$ cat config.mk
export PLATFORM = sky130hd
export DESIGN_NAME = async_fifo_rd_ctrl
export DESIGN_NICKNAME = d
export VERILOG_FILES = /design/src/rtl/async_fifo_rd_ctrl.sv
export SDC_FILE = /design/constraint.sdc
export NUM_CORES = 1
export LEC_CHECK = 0
export CAP_MARGIN = 25
export CORE_ASPECT_RATIO = 1.75
export CORE_MARGIN = 2
export CORE_UTILIZATION = 41
export DETAILED_ROUTE_END_ITERATION = 8
export PLACE_DENSITY = 0.67
export SLEW_MARGIN = 15
export SYNTH_ARGS = -nofsm -noshare
export SYNTH_HDL_FRONTEND = slang
export SYNTH_SLANG_ARGS = --single-unit
$ cat constraint.sdc
create_clock -name rd_clk -period 4.5 [get_ports rd_clk]
set_clock_uncertainty 0.15 [all_clocks]
set_input_delay 0.675 -clock rd_clk [delete_from_list [all_inputs] [get_ports rd_clk]]
set_output_delay 0.675 -clock rd_clk [all_outputs]
set_load 0.02 [all_outputs]
$ cat src/rtl/async_fifo_rd_ctrl.sv
// Read-side controller of the dual-clock FIFO: pointer sync, memory read issue, 2-entry output buffer.
// Optional macro RD_PTR_ERR_EN enables the sticky ptr_err pointer-corruption detector.
module async_fifo_rd_ctrl #(
  parameter int unsigned ADDR_WIDTH  = 4,
  parameter int unsigned DATA_WIDTH  = 8,
  parameter int unsigned SYNC_STAGES = 2
) (
  input  logic                  rd_clk,
  input  logic                  rd_rst_n,
  input  logic [ADDR_WIDTH:0]   wr_ptr_gray,
  output logic [ADDR_WIDTH:0]   rd_ptr_gray,
  output logic                  mem_rd_en,
  output logic [ADDR_WIDTH-1:0] mem_rd_addr,
  input  logic [DATA_WIDTH-1:0] mem_dout,
  output logic                  m_valid,
  input  logic                  m_ready,
  output logic [DATA_WIDTH-1:0] m_data,
  output logic                  empty,
  output logic [ADDR_WIDTH:0]   rd_count,
  output logic                  ptr_err
);

  localparam int unsigned PW    = ADDR_WIDTH + 1;
  localparam int unsigned DEPTH = 2 ** ADDR_WIDTH;

  logic [PW-1:0]         sync_q [SYNC_STAGES];
  logic [PW-1:0]         wr_sync_bin;
  logic [PW-1:0]         rd_ptr_bin_q;
  logic [PW-1:0]         rd_ptr_nxt;
  logic [PW-1:0]         rd_ptr_gray_q;
  logic [PW-1:0]         avail;
  logic                  inflight_q;
  logic [1:0]            occ_q;
  logic [1:0]            occ_d;
  logic [DATA_WIDTH-1:0] head_q;
  logic [DATA_WIDTH-1:0] head_d;
  logic [DATA_WIDTH-1:0] tail_q;
  logic [DATA_WIDTH-1:0] tail_d;
  logic                  pop;
  logic [2:0]            level;

  // Write-pointer synchroniser chain
  always_ff @(posedge rd_clk or negedge rd_rst_n) begin
    if (!rd_rst_n) begin
      for (int i = 0; i < int'(SYNC_STAGES); i++) sync_q[i] <= '0;
    end else begin
      sync_q[0] <= wr_ptr_gray;
      for (int i = 1; i < int'(SYNC_STAGES); i++) sync_q[i] <= sync_q[i-1];
    end
  end

  // Gray to binary: each bit is the XOR of itself and all higher Gray bits
  always_comb begin
    wr_sync_bin = '0;
    for (int i = 0; i < int'(PW); i++) wr_sync_bin[i] = ^(sync_q[SYNC_STAGES-1] >> i);
  end

  assign avail      = wr_sync_bin - rd_ptr_bin_q;
  assign rd_ptr_nxt = rd_ptr_bin_q + PW'(1);
  assign pop        = m_valid & m_ready;
  assign level      = 3'(occ_q) + 3'(inflight_q) - 3'(pop);
  // Only issue when the word returning next cycle is guaranteed a buffer slot
  assign mem_rd_en  = (avail != '0) && (level < 3'd2);

  always_ff @(posedge rd_clk or negedge rd_rst_n) begin
    if (!rd_rst_n) begin
      rd_ptr_bin_q  <= '0;
      rd_ptr_gray_q <= '0;
      inflight_q    <= 1'b0;
    end else begin
      inflight_q <= mem_rd_en;
      if (mem_rd_en) begin
        rd_ptr_bin_q  <= rd_ptr_nxt;
        rd_ptr_gray_q <= rd_ptr_nxt ^ (rd_ptr_nxt >> 1);
      end
    end
  end

  // Output buffer next state: head is the presented word, tail the second entry
  always_comb begin
    occ_d  = occ_q;
    head_d = head_q;
    tail_d = tail_q;
    case ({inflight_q, pop})
      2'b10: begin
        if (occ_q == 2'd0) head_d = mem_dout;
        else               tail_d = mem_dout;
        occ_d = occ_q + 2'd1;
      end
      2'b01: begin
        if (occ_q == 2'd2) head_d = tail_q;
        occ_d = occ_q - 2'd1;
      end
      2'b11: begin
        if (occ_q == 2'd1) begin
          head_d = mem_dout;
        end else begin
          head_d = tail_q;
          tail_d = mem_dout;
        end
      end
      default: ;
    endcase
  end

  always_ff @(posedge rd_clk or negedge rd_rst_n) begin
    if (!rd_rst_n) begin
      occ_q  <= '0;
      head_q <= '0;
      tail_q <= '0;
    end else begin
      occ_q  <= occ_d;
      head_q <= head_d;
      tail_q <= tail_d;
    end
  end

`ifdef RD_PTR_ERR_EN
  logic ptr_err_q;

  // More than a full memory of unread words can only come from a corrupt pointer
  always_ff @(posedge rd_clk or negedge rd_rst_n) begin
    if (!rd_rst_n)                ptr_err_q <= 1'b0;
    else if (avail > PW'(DEPTH)) ptr_err_q <= 1'b1;
  end

  assign ptr_err = ptr_err_q;
`else
  assign ptr_err = 1'b0;
`endif

  assign rd_ptr_gray = rd_ptr_gray_q;
  assign mem_rd_addr = rd_ptr_bin_q[ADDR_WIDTH-1:0];
  assign m_valid     = (occ_q != 2'd0);
  assign empty       = (occ_q == 2'd0);
  assign m_data      = head_q;
  assign rd_count    = avail;

endmodule
* Word-level counts from Yosys, hierarchy flattened
Cells that the tools add are included.
Storage, ports and cells: register bits 39, bits in latches 0, output and inout port bits 26, memory bits (writable) 0, memories 0, bits in read-only memories 0
Cells by class: add/subtract/negate cells 6, shift operators 0, multiply operators 0, reduce and logical (&&, ||, !) cells 14, order comparisons 1, equality and inequality tests 9, div/mod/pow operators 0, bitwise operators 2, multiplexer cells 8
Operators with widths (number):
- two-way mux 8 bit | 5
- parity 5 bit | 5
- case mux 8 bit (3 select lines) | 1
- case mux 8 bit (2 select lines) | 1
- inequality test 2 bit, second input constant | 4
- == test 2 bit, second input constant | 3
- AND reduction 3 bit | 2
- nonzero test 2 bit | 3
- adder 5 x 1 -> 5 bit, second input constant | 1
- nonzero test 5 bit | 1
- subtractor 5 bit | 1
- XOR 5 x 4 -> 5 bit | 1
- == test 2 x 1 -> 1 bit, second input constant | 2
- case mux 2 bit (2 select lines) | 1
- adder 2 x 1 -> 3 bit | 1
- < comparator 3 x 2 -> 1 bit, second input constant | 1
- nonzero test 3 bit | 1
- subtractor 3 x 1 -> 3 bit | 1
- adder 2 x 1 -> 2 bit, second input constant | 1
- logical NOT 2 bit | 1
- subtractor 2 x 1 -> 2 bit, second input constant | 1
- bitwise AND 1 bit | 1
- logical AND 1 bit | 1

* Depth between registers and ports, before layout
Gate-level depths: netlist (run 1).
word-level depth 5, depth in mapped cells 14

* Worst setup path after synthesis (run 1)
No wires, ideal clock.
kind register to output, start point register sync_q[4] (netlist name), end point output mem_rd_en, stages on the path, launching flop included 12, data arrival time 2.916 ns, required time 3.675 ns, slack 0.759 ns, path buffers 1, cells stage by stage dfrtp_1 > xor2_1 > xnor2_1 > xor2_1 > xor2_1 > ha_1 > fa_1 > nand2b_1 > a21oi_1 > xnor2_1 > o41a_1 > buf_6
Between the ends: word-level cells in the longest chain between the ends 4, elaborated cells on any way between the ends 8, classes of those cells add/sub (1); reduce/logical (7)
Ends and longest elaborated chain:
- start: declaration | line 26 | logic [PW-1:0] sync_q [SYNC_STAGES];
- parity 5 bit | line 55 | for (int i = 0; i < int'(PW); i++) wr_sync_bin[i] = ^(sync_q[SYNC_STAGES-1] >> i);
- subtractor 5 bit * | line 58 | assign avail = wr_sync_bin - rd_ptr_bin_q;
- named net rd_count[4] | line 19 | output logic [ADDR_WIDTH:0] rd_count,
- nonzero test 5 bit * | line 63 | assign mem_rd_en = (avail != '0) && (level < 3'd2);
- logical AND 1 bit * | line 63
- end: declaration | line 12 | output logic mem_rd_en,
The timed path passes the listed nets; every way through them passes the cells marked *.

* Worst setup path in the final report (run 1)
start point register sync_q[4] (netlist name), end point output mem_rd_en
Between the ends: word-level cells in the longest chain between the ends 4, elaborated cells on any way between the ends 8, classes of those cells add/sub (1); reduce/logical (7)
Ends and longest elaborated chain (line):
- parity 5 bit | 55
- subtractor 5 bit * | 58
- nonzero test 5 bit * | 63
- logical AND 1 bit * | 63
Mark *: on every way between the ends. The rest lies on a longest branch, timed or not.

==> qor.txt, run 1 <==
Reg-to-reg setup timing slack -> 1.05 ns
Finished Layout Cells -> 259
Critical-path cell list -> xor2_2, xnor2_2, xor2_2, xor2_1, ha_1, fa_1, nand2b_1, a21oi_1, xnor2_1, o41a_1, clkdlybuf4s50_1
FF-to-FF path depth -> 12
Initial Utilization -> 42.26%
Initial antenna violation count -> 0
Final Total Pwr -> 2.146 mW
CTS clk-pin slew, worst paths -> 0.07 ns
Io pins -> 42
Status -> finished clean
Critical path type -> reg -> out
ANT nets after route -> 0
Max cap viols -> 0
Rows -> 32
Placed Instances -> 250
Final Max Slew Viols -> 0
Met1 global-route usage -> 19.11%
NumNets Final -> 237
Routed WL -> 3536 um
Commonest cells after routing, fill and taps aside -> clkdlybuf4s50_1 (39), dfrtp_1 (38), inv_1 (14), a21oi_1 (14), nor2_1 (13)
Post-CTS setup buffer count -> 0
Initial DRT Pass Iterations -> 4
Post-synthesis cell type count -> 28
First-pass GRT wire length -> 6168 um
Clock sinks -> 38
RR Startpoint -> sync_q[4]
Post-synth net total -> 192
Fin area -> 2406 um2
Arrival time worst endpoint -> 3.50 ns
Layout cells sized above 1 -> 10.58%
Final WS setup -> 0.1784 ns
Area growth, synth to finish -> 30.46%
Post-route minimum period -> 4.322 ns
Clock network fraction of total power -> 11.1%
Final TNS setup -> 0 ns
CTS tree -> done
Fmax -> 231.4 MHz
Gr busiest metal -> met2
Clock Latency Late Sink -> 0.28 ns
Final setup fails -> 0
Lkg Pwr -> 1.068 nW
Total grt overflow -> 0
DIE HEIGHT -> 92.73 um
WP data required -> 3.67 ns
# port buffers -> 40
Comb power frac -> 61.0%
NetSw -> 0.8925 mW
Area post-placement -> 2285 um2
Diode count -> 0
PD cells -> 892.0 nW/um2
Pin count of the biggest net entering global routing -> 39
Synthesized area per cell -> 11.38 um2
Dpl ws -> 0.3732 ns
Core ar. -> 4364 um2
CP max FO -> 3
1st-iter DRT viols -> 21
Final period util -> 96.04%
CP startpoint -> sync_q[4]
Setup crit end kind -> primary output
Total die area -> 5072 um2
Die Wd -> 54.70 um
Critical Path Source Type -> register
TritonCTS Buffers -> 5
Hold Path Class -> reg -> reg
Synth Warn # -> 0
Vias/cell -> 4.969
Clk root buf -> clkbuf_8
Mapped Area -> 1844 um2
Detailed placer's ending HPWL -> 2727 um
Commonest non-fill, non-tap cell in the layout -> clkdlybuf4s50_1
GR Util met3 -> 4.032%
GRT Util Overall -> 16.53%
Sequential Power Share -> 27.9%
Sw Ratio -> 41.59%
Clock buffer depth -> 2
Vias in the first global route -> 1341
DRC -> 0
RSZ-0062 raised after global routing -> no
Fin util -> 55.13%
Post-cts hold buffer count -> 0
GR Layer Usage met2 -> 27.98%
Worst VDD drop -> 598.6 uV
Max incr delay on CP -> 0.55 ns
Most common cell on crit path -> xor2_2
# H-tree levels -> 2
Hold slack -> 0.2010 ns
Internal power -> 1.254 mW
CP Capture Point -> mem_rd_en
Worst-margin pin slew -> 0.8535 ns
Register bit total from synthesis -> 38
Register area share after synthesis -> 51.56%
R2R Path End -> rd_ptr_gray[0]
Slew HR -> 43.10%
Drt wl/cell -> 13.65 um
Max stage delay cell, worst path -> clkdlybuf4s50_1
Via count -> 1287
Gate Count Post-Synth -> 162
Final Hold Fails -> 0
GPL Wtd Cong -> 0.7120
==> metal layers <==
layer,wire (um),share of wire (%),vias to the layer above
li1,-,-,620
met1,1346,38,622
met2,1932,55,39
met3,189,5.3,6
met4,68,1.9,0
met5,0,0,-
==> worst min-delay path by stage <==
stage / start / end / slack [ns] / depth (start not counted)
3_3_place_gp: sync_q[5] / sync_q[0] / 0.18 / 0
4_1_cts: sync_q[5] / sync_q[0] / 0.20 / 0
5_1_grt: sync_q[5] / sync_q[0] / 0.22 / 0
2_1_floorplan: sync_q[5] / sync_q[0] / 0.18 / 0
6_report: sync_q[5] / sync_q[0] / 0.20 / 0
3_5_place_dp: sync_q[8] / sync_q[3] / 0.19 / 0
==> critical path: cells and delay by family (launching register included) <==
family	cells	cell delay [ns]
xor+xnor	5	0.88
fa+ha+maj	2	0.63
compound gates	2	0.59
buf+inv	1	0.55
flops	1	0.42
simple gates	1	0.16
==> final cells by class <==
| class | count | area, um2 |
|---|---|---|
| timing repair buffer | 42 | 410.4 |
| fill | 405 | 1958 |
| clock inverter | 1 | 5.005 |
| inverter | 14 | 52.55 |
| tap | 51 | 63.81 |
| multi-input combinational | 106 | 837.1 |
| clock buffer | 7 | 86.33 |
| sequential | 38 | 950.9 |
==> logic make-up after synthesis <==
group,Yosys count,share of synthesized area (%)
flip-flops,38,51.56
AO/OA/AOI/OAI,30,10.04
AND/OR/NAND/NOR,29,6.717
XOR/XNOR,21,9.973
buffers and inverters,18,4.274
adder cells (fa/ha/maj),14,10.31
multiplexers,11,6.920
other,1,0.2033
==> flip-flops by register name, indices dropped and copies added (netlist names) <==
register and flops:
rd_ptr_gray 4, occ_q 2, inflight_q 1, rd_ptr_bin_q 5
m_data 8, tail_q 8, sync_q 10
==> cells in the mapped netlist, drive strengths merged <==
cell type,n,area [um2]
clkbuf,2,7.510
nor3,1,5.000
fa,2,40.04
mux2,11,127.6
o22ai,1,6.260
dfrtp,38,950.9
inv,14,52.55
nand4,1,6.260
buf,2,18.77
conb,1,3.750
nand3b,1,7.510
xnor2,13,113.9
nor2,13,48.80
ha,12,150.1
a22oi,8,60.06
o21ai,3,15.01
nand2,10,37.54
a21o,2,15.01
a21oi,14,70.07
nand2b,2,12.51
o21a,1,7.510
and2,1,6.260
o41a,1,11.26
xor2,8,70.07
==> power groups by stage <==
| stage | logic, mW | clock network (mW) | registers (mW) |
|---|---|---|---|
| floorplan | 0.786 | 0 | 0.673 |
| global placement | 1.28 | 0 | 0.599 |
| detailed placement | 1.32 | 0 | 0.606 |
| CTS | 1.32 | 0.247 | 0.603 |
| global route | 1.45 | 0.268 | 0.623 |
| finish | 1.31 | 0.238 | 0.600 |
==> what timing repair did <==
item                                    4_1_cts  5_1_grt
endpoints found under the setup margin        0        1
gates resized for setup                       0        3
endpoints found under the hold margin         0        0
(Power assumes the default switching activity.)
==> inputs of run 2 (changes only) <==
Settings changed: CELL_PAD_IN_SITES_DETAIL_PLACEMENT from default to 1, CELL_PAD_IN_SITES_GLOBAL_PLACEMENT from default to 1, CORE_UTILIZATION 41 to 39, MAX_ROUTING_LAYER from default to met4, PLACE_DENSITY 0.67 to default, PLACE_DENSITY_LB_ADDON from default to 0.1, SLEW_MARGIN 15 to default.
==> qor.txt, run 2 (same netlist as run 1, synthesis figures left out) <==
Final Hold Fails -> 0 (unchanged)
R2R Path End -> rd_ptr_gray[1]
Vias in the first global route -> 1393 (+3.9%)
Hold Path Class -> reg -> reg
Total grt overflow -> 0 (unchanged)
Critical Path Source Type -> register
CTS clk-pin slew, worst paths -> 0.07 ns (about the same)
GPL Wtd Cong -> 0.9004 (+26%)
ANT nets after route -> 0 (unchanged)
Clock sinks -> 38 (unchanged)
Final setup fails -> 0 (unchanged)
Status -> finished clean
Core ar. -> 4624 um2 (+6.0%)
Final Max Slew Viols -> 0 (unchanged)
Pin count of the biggest net entering global routing -> 39 (unchanged)
Total die area -> 5316 um2 (+4.8%)
Reg-to-reg setup timing slack -> 1.05 ns (about the same)
TritonCTS Buffers -> 5 (unchanged)
Area growth, synth to finish -> 33.72%
Via count -> 1346 (+4.6%)
Final period util -> 96.04% (about the same)
# port buffers -> 40 (unchanged)
NumNets Final -> 238 (+0.42%)
FF-to-FF path depth -> 12 (unchanged)
DIE HEIGHT -> 94.97 um (+2.4%)
RSZ-0062 raised after global routing -> no
Commonest cells after routing, fill and taps aside -> clkdlybuf4s50_1 (39), dfrtp_1 (38), inv_1 (14), a21oi_1 (14), nor2_1 (13)
DRC -> 0 (unchanged)
Post-cts hold buffer count -> 0 (unchanged)
Initial DRT Pass Iterations -> 4 (unchanged)
Routed WL -> 4042 um (+14%)
Max cap viols -> 0 (unchanged)
Initial Utilization -> 39.88% (-2.4 points)
Final Total Pwr -> 2.297 mW (+7.0%)
Fin util -> 53.33% (-1.8 points)
# H-tree levels -> 2 (unchanged)
RR Startpoint -> sync_q[4]
Arrival time worst endpoint -> 3.50 ns (about the same)
Lkg Pwr -> 1.096 nW (+2.6%)
Clk root buf -> clkbuf_8
Diode count -> 0 (unchanged)
Hold Crit Endpoint -> sync_q[0]
Hold slack -> 0.2008 ns (-0.0001370 ns)
Drt wl/cell -> 15.49 um (+13%)
Worst-margin pin slew -> 0.8943 ns (+0.04083 ns)
Reg with most FFs -> sync_q
Final WS setup -> 0.1781 ns (-0.0002470 ns)
CTS tree -> done
GRT Util Overall -> 16.34% (-0.19 points)
Worst VDD drop -> 746.2 uV (+25%)
1st-iter DRT viols -> 10 (-52%)
Critical path type -> reg -> out
Clock buffer depth -> 2 (unchanged)
Clock Latency Late Sink -> 0.29 ns (about the same)
Vias/cell -> 5.157 (+3.8%)
PD cells -> 931.3 nW/um2 (+4.4%)
Setup crit end kind -> primary output
Rows -> 33 (+3.1%)
First-pass GRT wire length -> 6320 um (+2.5%)
Hold Crit Start -> sync_q[5]
Fmax -> 231.4 MHz (about the same)
Commonest non-fill, non-tap cell in the layout -> clkdlybuf4s50_1
Initial antenna violation count -> 0 (unchanged)
CP max FO -> 2 (-1)
Post-route minimum period -> 4.322 ns (+0.0002470 ns)
Die Wd -> 55.98 um (+2.3%)
Detailed placer's ending HPWL -> 3084 um (+13%)
Fill count -> 519 (+28%)
Layout cells sized above 1 -> 11.48% (+0.91 points)
Final TNS setup -> 0 ns (unchanged)
Dpl ws -> 0.2736 ns (-0.09961 ns)
Io pins -> 42 (unchanged)
WP data required -> 3.67 ns (about the same)
Slew HR -> 40.38% (-2.7 points)
Hold Path Stages -> 0 (unchanged)
Largest register FFs -> 10 (unchanged)
[run 2: cell count changes in the layout (fill, tap and decap cells not counted), sizes merged]
cell | previous run | this run
buf | 3 | 4
bufinv | 0 | 2
clkbuf | 7 | 6
clkinv | 1 | 0
[run 2: worst max path at each step]
stage / start / endpoint / slack, ns / cells past startpoint
floorplan: sync_q[4] / mem_rd_en / 0.76 / 11
global placement: sync_q[4] / mem_rd_en / 0.43 / 11
detailed placement: sync_q[4] / mem_rd_en / 0.27 / 11
CTS: sync_q[4] / mem_rd_en / 0.04 / 11
global route: sync_q[4] / mem_rd_en / 0.01 / 11
finish: sync_q[4] / mem_rd_en / 0.18 / 11
[run 2: routing by layer]
layer  global-route usage (%)  up-vias  routed length (um)
li1                         -      626                   -
met1                    14.51      667                1365
met2                    31.67       41                2385
met3                    3.151       12                 149
met4                    8.532        0                 142
met5                        -        -                   0
[run 2: worst max-delay path, stage by stage (launching register included)]
cell and delay (ns):
dfrtp_1 0.42, xor2_2 0.21, xnor2_2 0.17, xor2_2 0.19, xor2_1 0.15, ha_1 0.20, fa_1 0.41, nand2b_1 0.17
a21oi_1 0.17, xnor2_1 0.11, o41a_1 0.45, clkdlybuf4s50_1 0.55
[run 2: area by class of cell]
type,count,area (um2),area share (%)
Tap cell,52,65.06,2.638
Multi-Input combinational cell,106,837.1,33.94
Clock inverter,2,60.06,2.435
Inverter,14,52.55,2.131
Clock buffer,6,82.58,3.349
Sequential cell,38,950.9,38.56
Timing Repair Buffer,43,417.9,16.95
[run 2: repair_timing]
action | CTS | global route
gates resized for setup | 2 | 1
buffers inserted | 0 | 1
setup endpoints to repair | 1 | 1
pin swaps | 0 | 1
[run 2: report_power, final]
group / internal, mW / switching, mW / total [mW] / leakage (nW)
clock network: 0.236 / 0.118 / 0.354 / 0.0714
logic: 0.650 / 0.693 / 1.34 / 0.580
registers: 0.485 / 0.114 / 0.599 / 0.444
total: 1.37 / 0.925 / 2.30 / 1.10
[run 2: stage by stage]
| stage | instances | area, um2 |
|---|---|---|
| floorplan | 162 | 1844 |
| CTS | 260 | 2451 |
| global route | 261 | 2466 |
| detailed placement | 252 | 2293 |
| finish | 261 | 2466 |
| global placement | 252 | 2293 |
